**src/rtl/sample_stream_tx.sv**
```systemverilog
// Transmit side of the wavelet front-end sample interface: a small sample FIFO
// drained onto a parallel value bus qualified by a slow, registered data strobe.
module sample_stream_tx #(
    parameter int BITS_PER_ELEM = 8,
    parameter int FIFO_DEPTH    = 4,
    parameter int SETUP_CYCLES  = 2,
    parameter int HIGH_CYCLES   = 2,
    parameter int LOW_CYCLES    = 2
) (
    input  logic                            clk,
    input  logic                            rst_n,
    input  logic signed [BITS_PER_ELEM-1:0] i_sample,
    input  logic                            i_valid,
    output logic                            o_ready,
    input  logic                            i_flush,
    output logic signed [BITS_PER_ELEM-1:0] o_value,
    output logic                            o_data_clk,
    output logic                            o_busy,
    output logic [$clog2(FIFO_DEPTH):0]     o_level,
    output logic [15:0]                     o_sent
);

    localparam int PTR_W = $clog2(FIFO_DEPTH);
    localparam int LVL_W = PTR_W + 1;
    localparam int MAXC  = (SETUP_CYCLES > HIGH_CYCLES)
                         ? ((SETUP_CYCLES > LOW_CYCLES) ? SETUP_CYCLES : LOW_CYCLES)
                         : ((HIGH_CYCLES > LOW_CYCLES) ? HIGH_CYCLES : LOW_CYCLES);
    localparam int CNT_W = (MAXC > 1) ? $clog2(MAXC) : 1;

    localparam logic [LVL_W-1:0] DEPTH_L = LVL_W'(FIFO_DEPTH);
    localparam logic [CNT_W-1:0] SETUP_L = CNT_W'(SETUP_CYCLES - 1);
    localparam logic [CNT_W-1:0] HIGH_L  = CNT_W'(HIGH_CYCLES - 1);
    localparam logic [CNT_W-1:0] LOW_L   = CNT_W'(LOW_CYCLES - 1);

    typedef enum logic [1:0] {
        S_IDLE,
        S_SETUP,
        S_HIGH,
        S_LOW
    } state_t;

    logic signed [BITS_PER_ELEM-1:0] r_mem [FIFO_DEPTH];
    logic [PTR_W-1:0]                r_wr_ptr;
    logic [PTR_W-1:0]                r_rd_ptr;
    logic [LVL_W-1:0]                r_level;
    state_t                          r_state;
    logic [CNT_W-1:0]                r_cnt;
    logic signed [BITS_PER_ELEM-1:0] r_value;
    logic                            r_data_clk;
    logic [15:0]                     r_sent;

    logic w_fifo_ne;
    logic w_pop_slot;
    logic w_push;
    logic w_pop;

    assign w_fifo_ne  = (r_level != '0);
    assign w_pop_slot = (r_state == S_IDLE) || ((r_state == S_LOW) && (r_cnt == '0));
    // Flush wins over both a same-edge push and a same-edge pop.
    assign w_push     = i_valid & o_ready & ~i_flush;
    assign w_pop      = w_pop_slot & w_fifo_ne & ~i_flush;

    assign o_ready    = rst_n & (r_level < DEPTH_L);
    assign o_busy     = (r_state != S_IDLE) || w_fifo_ne;
    assign o_level    = r_level;
    assign o_value    = r_value;
    assign o_data_clk = r_data_clk;
    assign o_sent     = r_sent;

    always_ff @(posedge clk) begin
        if (w_push) begin
            r_mem[r_wr_ptr] <= i_sample;
        end
    end

    always_ff @(posedge clk) begin
        if (!rst_n || i_flush) begin
            r_wr_ptr <= '0;
            r_rd_ptr <= '0;
            r_level  <= '0;
        end else begin
            if (w_push) begin
                r_wr_ptr <= r_wr_ptr + 1'b1;
            end
            if (w_pop) begin
                r_rd_ptr <= r_rd_ptr + 1'b1;
            end
            case ({w_push, w_pop})
                2'b10:   r_level <= r_level + 1'b1;
                2'b01:   r_level <= r_level - 1'b1;
                default: r_level <= r_level;
            endcase
        end
    end

    // Strobe sequencer: o_value changes only on a pop, so it is held across the whole pulse.
    always_ff @(posedge clk) begin
        if (!rst_n) begin
            r_state    <= S_IDLE;
            r_cnt      <= '0;
            r_value    <= '0;
            r_data_clk <= 1'b0;
            r_sent     <= '0;
        end else begin
            case (r_state)
                S_IDLE: begin
                    r_data_clk <= 1'b0;
                    if (w_pop) begin
                        r_value <= r_mem[r_rd_ptr];
                        r_cnt   <= SETUP_L;
                        r_state <= S_SETUP;
                    end
                end
                S_SETUP: begin
                    if (r_cnt == '0) begin
                        r_data_clk <= 1'b1;
                        r_cnt      <= HIGH_L;
                        r_state    <= S_HIGH;
                    end else begin
                        r_cnt <= r_cnt - 1'b1;
                    end
                end
                S_HIGH: begin
                    if (r_cnt == '0) begin
                        r_data_clk <= 1'b0;
                        r_sent     <= r_sent + 16'd1;
                        r_cnt      <= LOW_L;
                        r_state    <= S_LOW;
                    end else begin
                        r_cnt <= r_cnt - 1'b1;
                    end
                end
                S_LOW: begin
                    if (r_cnt == '0) begin
                        if (w_pop) begin
                            r_value <= r_mem[r_rd_ptr];
                            r_cnt   <= SETUP_L;
                            r_state <= S_SETUP;
                        end else begin
                            r_state <= S_IDLE;
                        end
                    end else begin
                        r_cnt <= r_cnt - 1'b1;
                    end
                end
                default: begin
                    r_state    <= S_IDLE;
                    r_data_clk <= 1'b0;
                end
            endcase
        end
    end

endmodule

```
**config.mk**
```make
export PLATFORM = sky130hd
export DESIGN_NAME = sample_stream_tx
export DESIGN_NICKNAME = d
export VERILOG_FILES = /design/src/rtl/sample_stream_tx.sv
export SDC_FILE = /design/constraint.sdc
export NUM_CORES = 1
export LEC_CHECK = 0
export BUFFER_PORTS_ARGS = -buffer_cell sky130_fd_sc_hd__buf_2
export CAP_MARGIN = 20
export CORE_ASPECT_RATIO = 0.6
export CORE_MARGIN = 3
export CORE_UTILIZATION = 45
export CTS_CLUSTER_DIAMETER = 100
export DETAILED_ROUTE_END_ITERATION = 12
export GPL_TIMING_DRIVEN = 0
export PLACE_DENSITY = 0.77
export SYNTH_ARGS = -nofsm -noshare
export SYNTH_HDL_FRONTEND = slang
export SYNTH_SLANG_ARGS = --single-unit
```
**constraint.sdc**
```tcl
create_clock -name clk -period 2.5 [get_ports clk]
set_clock_uncertainty 0.15 [all_clocks]
set_input_delay 0.375 -clock clk [delete_from_list [all_inputs] [get_ports clk]]
set_output_delay 0.375 -clock clk [all_outputs]
set_load 0.01 [all_outputs]
```
# Word-level counts from Yosys, hierarchy flattened
# Memories as Yosys holds them, arrays and structs flattened. A register that Yosys moved wholly into a read port is not among the register bits.
# Cells that the tools add are included.
[op_classes]
n_mux = 22
magnitude_cmp = 1
addsub = 6
n_reduce_logical = 16
bitwise = 7
n_eq_ne = 9
[ops]
columns = ["cell", "n"]
rows = [
  ["16-bit by 1-bit adder with 16-bit output, second input constant", 1],
  ["8-bit two-way mux", 2],
  ["8-bit one-hot mux with 2 select lines", 1],
  ["2-bit two-way mux", 6],
  ["1-bit two-way mux", 9],
  ["2-bit != test, second input constant", 4],
  ["2-bit one-hot mux with 4 select lines", 1],
  ["2-bit == test, second input constant", 3],
  ["1-bit one-hot mux with 3 select lines", 2],
  ["3-bit one-hot mux with 2 select lines", 1],
  ["2-bit nonzero test", 3],
  ["3-bit nonzero test", 2],
  ["1-bit AND", 5],
  ["2-bit by 1-bit adder with 2-bit output, second input constant", 2],
  ["2-bit by 1-bit == test with 1-bit output, second input constant", 2],
  ["2-bit AND reduction", 2],
  ["4-bit AND reduction", 1],
  ["3-bit by 1-bit adder with 3-bit output, second input constant", 1],
  ["1-bit logical OR", 3],
  ["3-bit < comparator, second input constant", 1],
  ["3-bit AND reduction", 1],
  ["3-bit by 1-bit subtractor with 3-bit output, second input constant", 1],
  ["2-bit logical NOT", 1],
  ["1-bit inverter", 2],
  ["4 further kinds", 4],
]
[word_totals]
out_inout_bits = 30
wordCells = 70
reg_bits = 35
ram_bits = 32
in_bits = 12
mem_count = 1
[memory_table]
columns = ["name", "words", "width", "read_ports", "rd_ports_with_merged_regs", "write_ports", "line", "source"]
rows = [
  ["r_mem", 4, 8, 1, 1, 1, "42", "logic signed [BITS_PER_ELEM-1:0] r_mem [FIFO_DEPTH];"],
]

# Depth between registers and ports, before layout
# Gate-level depths: netlist of the first run.
[depth]
depth_word = 8
mapped_depth = 10
ltp_nobuf = 10

# Worst setup path before layout of the first run
# Ideal clock, no wire load.
[synth_timing]
kind = "register to register"
start = "register r_state[0]"
end = "register r_level[2] (netlist: o_level[2])"
synth_period_minus_slack_ps = 2469
arrival_time_ps = 2249
n_path_buf = 0
slack_ps = 31
path_stages_with_launch = 10
required_time_ps = 2280
setup_time_ps = 70
cell_sequence = "dfxtp_1 -> ha_1 -> nand2b_4 -> a211oi_2 -> ha_1 -> inv_1 -> fa_1 -> xor2_1 -> or3_1 -> a21oi_1"
[synth_via]
elab_chain_cells = 7
elab_cells_between_ends = 10
cone_classes = "eq/ne: 3; mux: 1; bitwise: 2; reduce/logical: 4"
[synth_rtl]
columns = ["element", "line", "source"]
rows = [
  ["start, declared", "46", "state_t r_state;"],
  ["start signal, assigned", "99", "r_state <= S_IDLE;"],
  ["start signal, assigned", "111", "r_state <= S_SETUP;"],
  ["start signal, assigned", "118", "r_state <= S_HIGH;"],
  ["2-bit == test", "58", "assign w_pop_slot = (r_state == S_IDLE) || ((r_state == S_LOW) && (r_cnt == '0));"],
  ["1-bit logical AND", "58", ""],
  ["1-bit logical OR *", "58", ""],
  ["1-bit AND * (2 in a row)", "61", "assign w_pop = w_pop_slot & w_fifo_ne & ~i_flush;"],
  ["via w_pop", "55", "logic w_pop;"],
  ["2-bit by 1-bit == test with 1-bit output / 2-bit == test (equally long branches)", "88", "case ({w_push, w_pop})"],
  ["3-bit one-hot mux with 2 select lines / 2-bit nonzero test (equally long branches)", "n/a", ""],
  ["end signal, assigned", "89", "2'b10: r_level <= r_level + 1'b1;"],
  ["end signal, assigned", "90", "2'b01: r_level <= r_level - 1'b1;"],
  ["end signal, assigned", "91", "default: r_level <= r_level;"],
  ["end, declared", "45", "logic [LVL_W-1:0] r_level;"],
]
# The timed path passes the listed nets; every way through them passes the cells marked *.
# A chain may end at the register's enable or synchronous reset.

# Final worst setup path of the first run
[layout_timing]
start = "register r_state[1]"
end = "register r_level[2] (netlist: o_level[2])"
# Same word-level chain as after synthesis.

==> summary.md, run 1 <==
| Metric | Value |
|---|---|
| Largest net degree at the start of global routing | `12` |
| Port buffer count | `41` |
| Required time of the worst setup path | `2.61 ns` |
| Post-route minimum period | `about 2.4 ns` |
| Die footprint | `7724 um^2` |
| Worst supply voltage drop on vdd | `~390 uV` |
| Type of the tightest min-delay check | `in -> reg` |
| Maximum Capacitance Violations | `0` |
| Layout overhead on the synthesized area | `18.41%` |
| Warning count from the yosys run | `0` |
| Layout cells sized above 1 | `0.2625` |
| Mapped Cells | `242` |
| Skew-Pair Late Insertion Delay | `0.33 ns` |
| Number of enable flip-flop cells after synthesis | `32` |
| Detailed route wirelength on metal3 | `~380 um` |
| Final hold violation count | `0` |
| Slew at the pin with the worst max-slew slack | `0.6271 ns` |
| Worst Path Arrival | `~2.5 ns` |
| Final worst-path cycle share | `0.9528` |
| Number of hold buffers added after CTS | `0` |
| Crit Path Max Fanout | `6` |
| DIE HEIGHT | `roughly 69 um` |
| Switching power | `0.4496 mW` |
| Number of sinks handled by clock tree synthesis | `69` |
| Power Density | `about 600 nW/um^2` |
| Part of the Yosys area used for sequential elements | `0.5664` |
| CTS tree | `yes` |
| Post-synthesis area per instance | `12.41 um^2` |
| Worst-case clock buffer depth | `2` |
| Routability congestion estimate from global placement | `0.8005` |
| Post-DRT Antenna Nets | `0` |
| Combined global-route utilization of all metal layers | `0.1494` |
| Core outline area | `~6300 um^2` |
| Leak | `1.308 nW` |
| Post-synthesis cell area | `3004 um^2` |
| Relative slew slack | `0.5806` |
| Number of DRC violations after detailed routing | `0` |
| Sort of element at the end of the critical path | `flip-flop` |
| Number of cells after detailed placement | `367` |
| Most instantiated library cell after synthesis | `sky130_fd_sc_hd__dfxtp_1` |
| Detailed Route Iter0 Violations | `82` |
| Final setup violation count | `0` |
| Net switching fraction of the power | `0.2093` |
| Share of flip-flops with an asynchronous set or reset | `0` |
| Result of the run | `completed` |
| Met2 wirelength from detailed routing | `approximately 2.4 mm` |
| Detailed-router iteration count before antenna repair | `4` |
| Routed wire per std cell | `14.41 um` |
| Top cell type by total area after synthesis | `sky130_fd_sc_hd__edfxtp_1` |
| Vias per Instance | `between 5 and 6` |
| Post-synth top cells | `sky130_fd_sc_hd__dfxtp_1 (37), sky130_fd_sc_hd__edfxtp_1 (32), sky130_fd_sc_hd__nor2_1 (24), sky130_fd_sc_hd__ha_1 (12), sky130_fd_sc_hd__inv_1 (12)` |
| Cell types with the largest area share after synthesis | `sky130_fd_sc_hd__edfxtp_1 (32%), sky130_fd_sc_hd__dfxtp_1 (25%), sky130_fd_sc_hd__mux4_2 (6.0%)` |
| M1 wire length | `2.783 mm` |
| Floorplan row count | `22` |
| Number of antenna diodes | `0` |
| Combinational power share | `0.054` |
| Number of ports placed on the die boundary | `42` |
| Critical path launch point type | `flip-flop` |
| First-pass GRT wire length | `around 9.1 mm` |
| Top metal layer carrying routed signals | `met4` |
| Remaining global-route overflow | `0` |
| Detail Placement HPWL | `4.045 mm` |
| Peak clock frequency supported by timing | `between 400 and 500 MHz` |
| Ys flop type | `sky130_fd_sc_hd__dfxtp_1` |
| Top-area cell type share of the netlist area | `0.3199` |
| Internal | `around 1.7 mW` |
| Clk pwr share | `0.386` |
| Unique masters post-synth | `43` |
| Count of non-filler cells in the finished layout | `385` |
| Inserted Clock Buffers | `9` |
| Deepest level of the CTS H-tree | `3` |
| Sequential share of power | `0.560` |
| Post-route worst setup slack | `0.1180 ns` |
| Count of nets after finishing | `around 320` |
| Vias | `1,943` |
| Antenna violations before repair | `0` |
| Register-to-Register Setup Slack | `0.12 ns` |
| Worst hold margin | `0.1085 ns` |
| Critical path start-end classification | `reg -> reg` |
| Drt total wl | `5.547 mm` |
| Initial standard-cell utilization of the core | `0.4787` |
| Post-Syn Nets | `267` |
| Buffer cell driving the clock tree root | `sky130_fd_sc_hd__clkbuf_8` |
| Via count of the first global-routing pass | `1,853` |
| Horizontal die dimension | `111.5 um` |
| Place WS | `-0.2405 ns` |
| Number of storage elements in the synthesis netlist | `between 60 and 70` |
| Final count of pins violating max slew | `0` |
| Clock transition at the registers of the reported paths | `approximately 0.060 ns` |
[worst paths after layout]
path,depth (start not counted),from,endpoint
max,9,r_state[1],o_level[2]
min,1,i_sample[7],r_mem[0][7]
max reg2reg,9,r_state[1],o_level[2]
min reg2reg,2,o_sent[15],o_sent[15]
[final cells by class]
cell class / instances / area, um^2
fill: 522 / 2719
sequential: 69 / 1707
multi-input combinational: 154 / 1259
timing repair buffer: 43 / 220.2
clock buffer: 11 / 131.4
tap: 84 / 105.1
clock inverter: 5 / 51.30
inverter: 12 / 47.55
buffer: 7 / 36.28
[state kept, by name, indices dropped and copies added (netlist names), named ones only]
register and cells:
r_rd_ptr 2, r_mem 32, o_data_clk 1, o_value 8, r_state 2, r_cnt 1, r_wr_ptr 2, o_sent 16
o_level 3
[power groups by stage]
stage,Sequential [mW],Combinational [mW],Clock (mW)
floorplan,1.23,0.0692,0
global placement,1.23,0.106,0
detailed placement,1.23,0.109,0
CTS,1.20,0.115,0.862
global route,1.20,0.129,0.903
finish,1.20,0.116,0.830
[critical path, cell delays in order, from the launching register on]
cell,delay (ns)
sky130_fd_sc_hd__dfxtp_2,0.41
sky130_fd_sc_hd__ha_4,0.19
sky130_fd_sc_hd__nand2b_4,0.08
sky130_fd_sc_hd__a211oi_4,0.27
sky130_fd_sc_hd__ha_2,0.23
sky130_fd_sc_hd__inv_1,0.05
sky130_fd_sc_hd__fa_2,0.34
sky130_fd_sc_hd__xor2_1,0.15
sky130_fd_sc_hd__or3_1,0.30
sky130_fd_sc_hd__a21oi_1,0.15
[cell usage in the layout, fill, tap and decap left out, types with 8 or more instances in the layout]
cell                       synthesis  routed
sky130_fd_sc_hd__dfxtp_1          37      35
sky130_fd_sc_hd__mux4_2            8       8
sky130_fd_sc_hd__nor2b_1          11      11
sky130_fd_sc_hd__nand2_1          10      10
sky130_fd_sc_hd__mux2i_1          10      10
sky130_fd_sc_hd__inv_1            12      10
sky130_fd_sc_hd__ha_1             12       9
sky130_fd_sc_hd__and2_1            8       8
sky130_fd_sc_hd__buf_2             2      43
sky130_fd_sc_hd__xnor2_1          10      10
sky130_fd_sc_hd__edfxtp_1         32      32
sky130_fd_sc_hd__clkbuf_8          0       9
sky130_fd_sc_hd__nor2_1           24      24
[layer usage]
metal | track usage | vias to the layer above
li1 | - | 972
met1 | 0.2058 | 921
met2 | 0.2111 | 48
met3 | 0.07236 | 2
met4 | 0.03779 | 0
met5 | 0 | -
[what timing repair did]
action | 4_1_cts | 5_1_grt
pin swaps | 2 | 2
gates resized for setup | 9 | 4
setup endpoints to repair | 2 | 1
buffers inserted | 1 | 1
[metrics by stage]
stage | util | instance area, um^2 | TNS [ns] | power (mW)
after floorplan | - | 3004 | 0 | 1.296
after global placement | 0.5281 | 3314 | -0.1532 | 1.332
final | 0.5668 | 3557 | 0 | 2.148
after CTS | 0.5628 | 3532 | 0 | 2.178
after global routing | 0.5668 | 3557 | -0.01337 | 2.236
after detailed placement | 0.5281 | 3314 | -0.2405 | 1.336
[cells by family (layout without fill, tap and decap cells)]
kind of cell             count (synthesis)  count (layout)  share of synthesized area
AND/OR/NAND/NOR                         84              84                     0.1537
XOR/XNOR                                16              16                    0.04665
flip-flops                              69              69                     0.5664
AO/OA/AOI/OAI                           23              23                    0.05623
buffers and inverters                   19              78                    0.02707
adder cells (fa/ha/maj)                 13              13                    0.05664
multiplexers                            18              18                    0.09329
(Power assumes the default switching activity.)
==> run 2: changes to the inputs <==
Settings changed: RECOVER_POWER set to 50.
==> run 2 against run 1 <==
Count of clock-buffer cells in the layout did not move. Non-clock buffer count did not move. Die area did not move. Highest routed layer unchanged. Setup slack barely moved. Critical path type unchanged. Sequential power barely moved. Fmax barely moved.
==> summary.md, run 2 (synthesis results as in run 1) <==
| Metric | Value |
|---|---|
| Result of the run | `completed` |
| Routed wire per std cell | `14.48 um (+0.47%)` |
| Sort of element at the end of the critical path | `flip-flop` |
| DIE HEIGHT | `69.29 um (unchanged)` |
| Routability congestion estimate from global placement | `0.8005 (unchanged)` |
| Register-to-Register Setup Slack | `0.12 ns (about the same)` |
| Critical path start-end classification | `reg -> reg` |
| Worst Path Arrival | `2.49 ns (about the same)` |
| Ordered cell list for the critical path | `ha_4 > nand2b_4 > a211oi_4 > ha_2 > inv_1 > fa_2 > xor2_1 > or3_1 > a21oi_1` |
| Final count of pins violating max slew | `0 (unchanged)` |
| First-pass GRT wire length | `9.052 mm (unchanged)` |
| Deepest level of the CTS H-tree | `3 (unchanged)` |
| Final worst-path cycle share | `0.9529 (about the same)` |
| Clock transition at the registers of the reported paths | `0.06 ns (about the same)` |
| Vias | `1,957 (+0.72%)` |
| Endpoint of the worst register-to-register path | `o_level[2]` |
| Highest-delay cell along the critical path | `sky130_fd_sc_hd__dfxtp_2` |
| Depth of the most critical reg-to-reg path | `9 (unchanged)` |
| Horizontal die dimension | `111.5 um (unchanged)` |
| Detail Placement HPWL | `4.045 mm (unchanged)` |
| Number of stages on the worst hold path | `1 (unchanged)` |
| Buffer cell driving the clock tree root | `sky130_fd_sc_hd__clkbuf_8` |
| Crit Path Max Fanout | `6 (unchanged)` |
| Detailed-router iteration count before antenna repair | `4 (unchanged)` |
| Setup crit start | `r_state[1]` |
| Critical path launch point type | `flip-flop` |
| Count of nets after finishing | `321 (unchanged)` |
| Die footprint | `7724 um^2 (unchanged)` |
| Sum of negative setup slack | `0 ns (unchanged)` |
| Number of hold buffers added after CTS | `0 (unchanged)` |
| CTS tree | `yes` |
| Critical path's largest stage delay | `0.41 ns (about the same)` |
| Vias per Instance | `5.083 (+0.72%)` |
| Antenna violations before repair | `0 (unchanged)` |
| Total power consumption of the routed design | `2.150 mW (about the same)` |
| Floorplan row count | `22 (unchanged)` |
| Worst Hold Launch | `i_sample[7]` |
| Final setup violation count | `0 (unchanged)` |
| Detailed Route Iter0 Violations | `81 (-1.2%)` |
| Initial standard-cell utilization of the core | `0.4787 (unchanged)` |
| Final hold violation count | `0 (unchanged)` |
| Number of cells after detailed placement | `367 (unchanged)` |
| Port buffer count | `41 (unchanged)` |
| Number of DRC violations after detailed routing | `0 (unchanged)` |
| Core outline area | `6276 um^2 (unchanged)` |
| Type of the tightest min-delay check | `in -> reg` |
| Slew at the pin with the worst max-slew slack | `0.6274 ns (+0.0003089 ns)` |
| Layout cells sized above 1 | `0.2060 (-0.05648)` |
| Inserted Clock Buffers | `9 (unchanged)` |
| Layout overhead on the synthesized area | `17.70%` |
| Relative slew slack | `0.5804 (about the same)` |
| Power Density | `608.0 nW/um^2 (+0.67%)` |
| Maximum Capacitance Violations | `0 (unchanged)` |
| Skew-Pair Late Insertion Delay | `0.33 ns (about the same)` |
| Startpoint of the lowest-slack register-to-register path | `r_state[1]` |
| Count of non-filler cells in the finished layout | `385 (unchanged)` |
| Post-DRT Antenna Nets | `0 (unchanged)` |
| Top reg by flops | `r_mem` |
| Worst supply voltage drop on vdd | `385.1 uV (about the same)` |
| Place WS | `-0.2405 ns (unchanged)` |
| Remaining global-route overflow | `0 (unchanged)` |
| Number of ports placed on the die boundary | `42 (unchanged)` |
| Most frequent cells in the layout | `sky130_fd_sc_hd__dfxtp_1 (35), sky130_fd_sc_hd__edfxtp_1 (32), sky130_fd_sc_hd__buf_2 (26)` |
| Peak clock frequency supported by timing | `419.8 MHz (about the same)` |
| Worst-case clock buffer depth | `2 (unchanged)` |
| Largest net degree at the start of global routing | `12 (unchanged)` |
| Post-route worst setup slack | `0.1179 ns (-0.0001380 ns)` |
| Leading cell type in the layout, fill and taps excluded | `sky130_fd_sc_hd__dfxtp_1` |
| Drt total wl | `5.573 mm (+0.47%)` |
| Worst-case hold path end point | `r_mem[0][7]` |
| Flip-flop count of the largest register, all copies and words added | `32 (unchanged)` |
| Required time of the worst setup path | `2.61 ns (about the same)` |
| Via count of the first global-routing pass | `1,853 (unchanged)` |
| Post-route minimum period | `2.382 ns (+0.0001380 ns)` |
| Number of antenna diodes | `0 (unchanged)` |
| Combined global-route utilization of all metal layers | `0.1494 (unchanged)` |
| Leak | `1.246 nW (-4.7%)` |
| Number of sinks handled by clock tree synthesis | `69 (unchanged)` |
[run 2: cell types whose count changed in the layout (fill, tap and decap cells not counted)]
cell                       previous run  this run
sky130_fd_sc_hd__buf_2               43        26
sky130_fd_sc_hd__clkbuf_1             4        21
[run 2: worst max-delay path by stage]
stage / slack [ns] / cells after the start / endpoint
after detailed placement: -0.24 / 10 / o_level[2]
final: 0.12 / 9 / o_level[2]
after floorplan: 0.03 / 9 / o_level[2]
after global routing: -0.01 / 10 / o_level[2]
after CTS: 0.01 / 10 / o_level[2]
after global placement: -0.15 / 10 / o_level[2]
[run 2: per-layer routing]
| metal | vias to the layer above | GRT usage | wire (um) |
|---|---|---|---|
| met2 | 46 | 0.2111 | 2343 |
| met5 | - | 0 | 0 |
| met4 | 0 | 0.03779 | 55 |
| met3 | 6 | 0.07236 | 321 |
| li1 | 970 | - | - |
| met1 | 935 | 0.2058 | 2852 |
[run 2: what timing repair did]
| action | 4_1_cts | 5_1_grt |
|---|---|---|
| buffers inserted | 1 | 1 |
| pin swaps | 2 | 2 |
| setup endpoints to repair | 2 | 1 |
| gates resized for setup | 9 | 4 |
[run 2: area by class of cell]
type / instances / area (um^2)
fillers: 532 / 2740
flip-flops and latches: 69 / 1707
multi-input cells: 154 / 1259
repair buffers: 43 / 198.9
clock buffers: 11 / 131.4
well taps: 84 / 105.1
clock inverters: 5 / 51.30
inverters: 12 / 47.55
plain buffers: 7 / 36.28
[run 2: through the flow]
| stage | area, um^2 | utilization | hold slack (ns) |
|---|---|---|---|
| 2_1_floorplan | 3004 | - | 0.3239 |
| 3_3_place_gp | 3314 | 0.5281 | 0.3040 |
| 3_5_place_dp | 3314 | 0.5281 | 0.3124 |
| 4_1_cts | 3532 | 0.5628 | 0.08355 |
| 5_1_grt | 3536 | 0.5634 | 0.1408 |
| 6_report | 3536 | 0.5634 | 0.1588 |
[run 2: power by group]
group	total, mW	leakage [nW]	switching [mW]	internal (mW)
clock network	0.833	0.0924	0.379	0.454
registers	1.20	0.589	0.00972	1.19
logic	0.114	0.565	0.0649	0.0487
[run 2: critical path, delay by kind of cell (launching register included)]
kind	cells	cell delay, ns
AOI/OAI and AO/OA	2	0.42
xor gates and xnor gates	1	0.15
buffers and inverters	1	0.05
adders and majority gates	3	0.76
and+or+nand+nor	2	0.38
DFF	1	0.41
==> run 3: changes to the inputs <==
Settings changed: BUFFER_PORTS_ARGS -buffer_cell sky130_fd_sc_hd__buf_2 to unset, DONT_BUFFER_PORTS set to 1, PLACE_DENSITY 0.77 to 0.71.
==> run 3 against run 2 <==
Combinational power down 7%. Global-route usage is 0.15 points higher. Largest power group unchanged. Wire length decreased by 3.1%. Critical path depth rose by 1.
==> summary.md, run 3 (synthesis results as in run 1) <==
| Metric | Value |
|---|---|
| Required time of the worst setup path | `2.62 ns (about the same)` |
| Buffer cell driving the clock tree root | `sky130_fd_sc_hd__clkbuf_8` |
| Type of the tightest min-delay check | `in -> reg` |
| Final worst-path cycle share | `0.9584 (+0.005539)` |
| Final setup violation count | `0 (unchanged)` |
| Number of ports placed on the die boundary | `42 (unchanged)` |
| Vias | `1,814 (-7.3%)` |
| Remaining global-route overflow | `0 (unchanged)` |
| Via count of the first global-routing pass | `1,723 (-7.0%)` |
| Flip-flop count of the largest register, all copies and words added | `32 (unchanged)` |
| Worst Path Buf+Inv | `3 (+2)` |
| Critical path's largest stage delay | `0.38 ns (-0.03 ns)` |
| Sequential share of power | `0.521 (-0.039)` |
| Antenna violations before repair | `1 (+1)` |
| Combined global-route utilization of all metal layers | `0.1509 (+0.001531)` |
| CTS tree | `yes` |
| Leading cell type in the layout, fill and taps excluded | `sky130_fd_sc_hd__dfxtp_1` |
| Worst Path Arrival | `2.52 ns (+0.03 ns)` |
| Clock transition at the registers of the reported paths | `0.07 ns (about the same)` |
| Post-route minimum period | `2.396 ns (+0.01385 ns)` |
| Vias per Instance | `5.153 (+1.4%)` |
| Detailed-router iteration count before antenna repair | `4 (unchanged)` |
| Count of nets after finishing | `287 (-11%)` |
| Cell mode on critical path | `sky130_fd_sc_hd__inv_1` |
| DIE HEIGHT | `69.29 um (unchanged)` |
| Number of sinks handled by clock tree synthesis | `69 (unchanged)` |
| Ordered cell list for the critical path | `inv_4 > ha_4 > inv_1 > a211oi_4 > ha_2 > inv_1 > fa_1 > xor2_1 > or3_1 > a21oi_2` |
| Clk pwr share | `0.433 (+0.045)` |
| Critical path launch point type | `flip-flop` |
| Drt total wl | `5.402 mm (-3.1%)` |
| Deepest level of the CTS H-tree | `3 (unchanged)` |
| Internal | `1.807 mW (+6.5%)` |
| Layout overhead on the synthesized area | `15.62%` |
| Detail Placement HPWL | `3.804 mm (-6.0%)` |
| Routed wire per std cell | `15.35 um (+6.0%)` |
| Combinational power share | `0.046 (-0.007)` |
| Skew-Pair Late Insertion Delay | `0.34 ns (about the same)` |
| Sort of element at the end of the critical path | `flip-flop` |
| Number of DRC violations after detailed routing | `0 (unchanged)` |
| Floorplan row count | `22 (unchanged)` |
| Core outline area | `6276 um^2 (unchanged)` |
| Post-route worst setup slack | `0.1040 ns (-0.01385 ns)` |
| Place WS | `-0.1985 ns (+0.04206 ns)` |
| Worst supply voltage drop on vdd | `288.1 uV (-25%)` |
| Post-DRT Antenna Nets | `0 (unchanged)` |
| Critical path start-end classification | `reg -> reg` |
| Most frequent cells in the layout | `sky130_fd_sc_hd__dfxtp_1 (34), sky130_fd_sc_hd__edfxtp_1 (32), sky130_fd_sc_hd__nor2_1 (24)` |
| Power Density | `664.9 nW/um^2 (+9.4%)` |
| First-pass GRT wire length | `8.963 mm (-0.98%)` |
| Crit Path Max Fanout | `6 (unchanged)` |
| Result of the run | `completed` |
| Leak | `1.142 nW (-8.4%)` |
| Largest net degree at the start of global routing | `14 (+2)` |
| Total power consumption of the routed design | `2.309 mW (+7.4%)` |
| Final count of pins violating max slew | `0 (unchanged)` |
| Inserted Clock Buffers | `9 (unchanged)` |
| Port buffer count | `0 (-100%)` |
| Routability congestion estimate from global placement | `0.7609 (-4.9%)` |
| Layout cells sized above 1 | `0.1573 (-0.04868)` |
| Initial standard-cell utilization of the core | `0.4787 (unchanged)` |
| Detailed Route Iter0 Violations | `112 (+38%)` |
| Switching power | `0.5029 mW (+11%)` |
| Slew at the pin with the worst max-slew slack | `0.6529 ns (+0.02551 ns)` |
| Final hold violation count | `0 (unchanged)` |
| Die footprint | `7724 um^2 (unchanged)` |
| Worst-case clock buffer depth | `2 (unchanged)` |
| Net switching fraction of the power | `0.2177 (+0.006815)` |
| Top reg by flops | `r_mem` |
| Highest-delay cell along the critical path | `sky130_fd_sc_hd__dfxtp_4` |
| Peak clock frequency supported by timing | `417.4 MHz (-0.58%)` |
| Fillcell total | `534 (+0.38%)` |
| Relative slew slack | `0.5633 (-0.01706)` |
| Cell family with most CP delay | `adder cells` |
| Maximum Capacitance Violations | `0 (unchanged)` |
| Horizontal die dimension | `111.5 um (unchanged)` |
[run 3: repair_timing]
item	4_1_cts	5_1_grt
pin swaps	1	3
buffers inserted	1	0
setup endpoints to repair	1	1
hold endpoints to repair	32	0
hold buffers	8	0
gates resized for setup	9	7
[run 3: power by group through the flow]
| stage | clock network (mW) | logic, mW | registers, mW |
|---|---|---|---|
| final | 1.00 | 0.106 | 1.20 |
| after global routing | 1.08 | 0.117 | 1.20 |
| after CTS | 1.03 | 0.106 | 1.20 |
| after detailed placement | 0 | 0.0854 | 1.23 |
| after global placement | 0 | 0.0838 | 1.23 |
| after floorplan | 0 | 0.0692 | 1.23 |
[run 3: final timing paths]
kind                   start    endpoint  slack (ns)  depth (start not counted)
setup / recovery  r_state[0]  o_level[2]        0.10                         10
setup reg to reg  r_state[0]  o_level[2]        0.10                         10
hold reg to reg   o_data_clk  o_data_clk        0.39                          2
hold / removal         rst_n  o_value[0]        0.02                          1
[run 3: worst reg2reg max path, cell delays in order, from the launching register on]
cell and delay (ns):
sky130_fd_sc_hd__dfxtp_4 0.38, sky130_fd_sc_hd__inv_4 0.08, sky130_fd_sc_hd__ha_4 0.16, sky130_fd_sc_hd__inv_1 0.07, sky130_fd_sc_hd__a211oi_4 0.23, sky130_fd_sc_hd__ha_2 0.23, sky130_fd_sc_hd__inv_1 0.05, sky130_fd_sc_hd__fa_1 0.37
sky130_fd_sc_hd__xor2_1 0.15, sky130_fd_sc_hd__or3_1 0.32, sky130_fd_sc_hd__a21oi_2 0.12
[run 3: per-stage QoR]
stage,cells,TNS [ns],hold slack [ns],cell area [um^2],util
after global placement,326,-0.1460,0.3241,3109,0.4954
after CTS,351,0,0.003185,3446,0.5490
after floorplan,242,0,0.3239,3004,-
final,352,0,0.01689,3473,0.5534
after detailed placement,326,-0.1985,0.3240,3109,0.4954
after global routing,352,-0.02540,0.001764,3473,0.5534
[run 3: final cells by class]
class                   instances  area, um^2  area share
inverters                      12       50.05     0.01441
plain buffers                   7       36.28     0.01045
well taps                      84       105.1     0.03026
flip-flops and latches         69        1710      0.4924
clock inverters                 7       97.59     0.02810
repair buffers                  9       87.58     0.02522
multi-input cells             154        1260      0.3628
clock buffers                   9       123.9     0.03566
diodes                          1       2.502   0.0007205
[run 3: layer usage]
| metal | track usage | vias to the layer above | share of wire |
|---|---|---|---|
| li1 | - | 901 | - |
| met1 | 0.2087 | 859 | 0.50 |
| met3 | 0.07672 | 8 | 0.076 |
| met4 | 0.04453 | 0 | 0.0098 |
| met5 | 0 | - | 0 |
| met2 | 0.2064 | 46 | 0.41 |
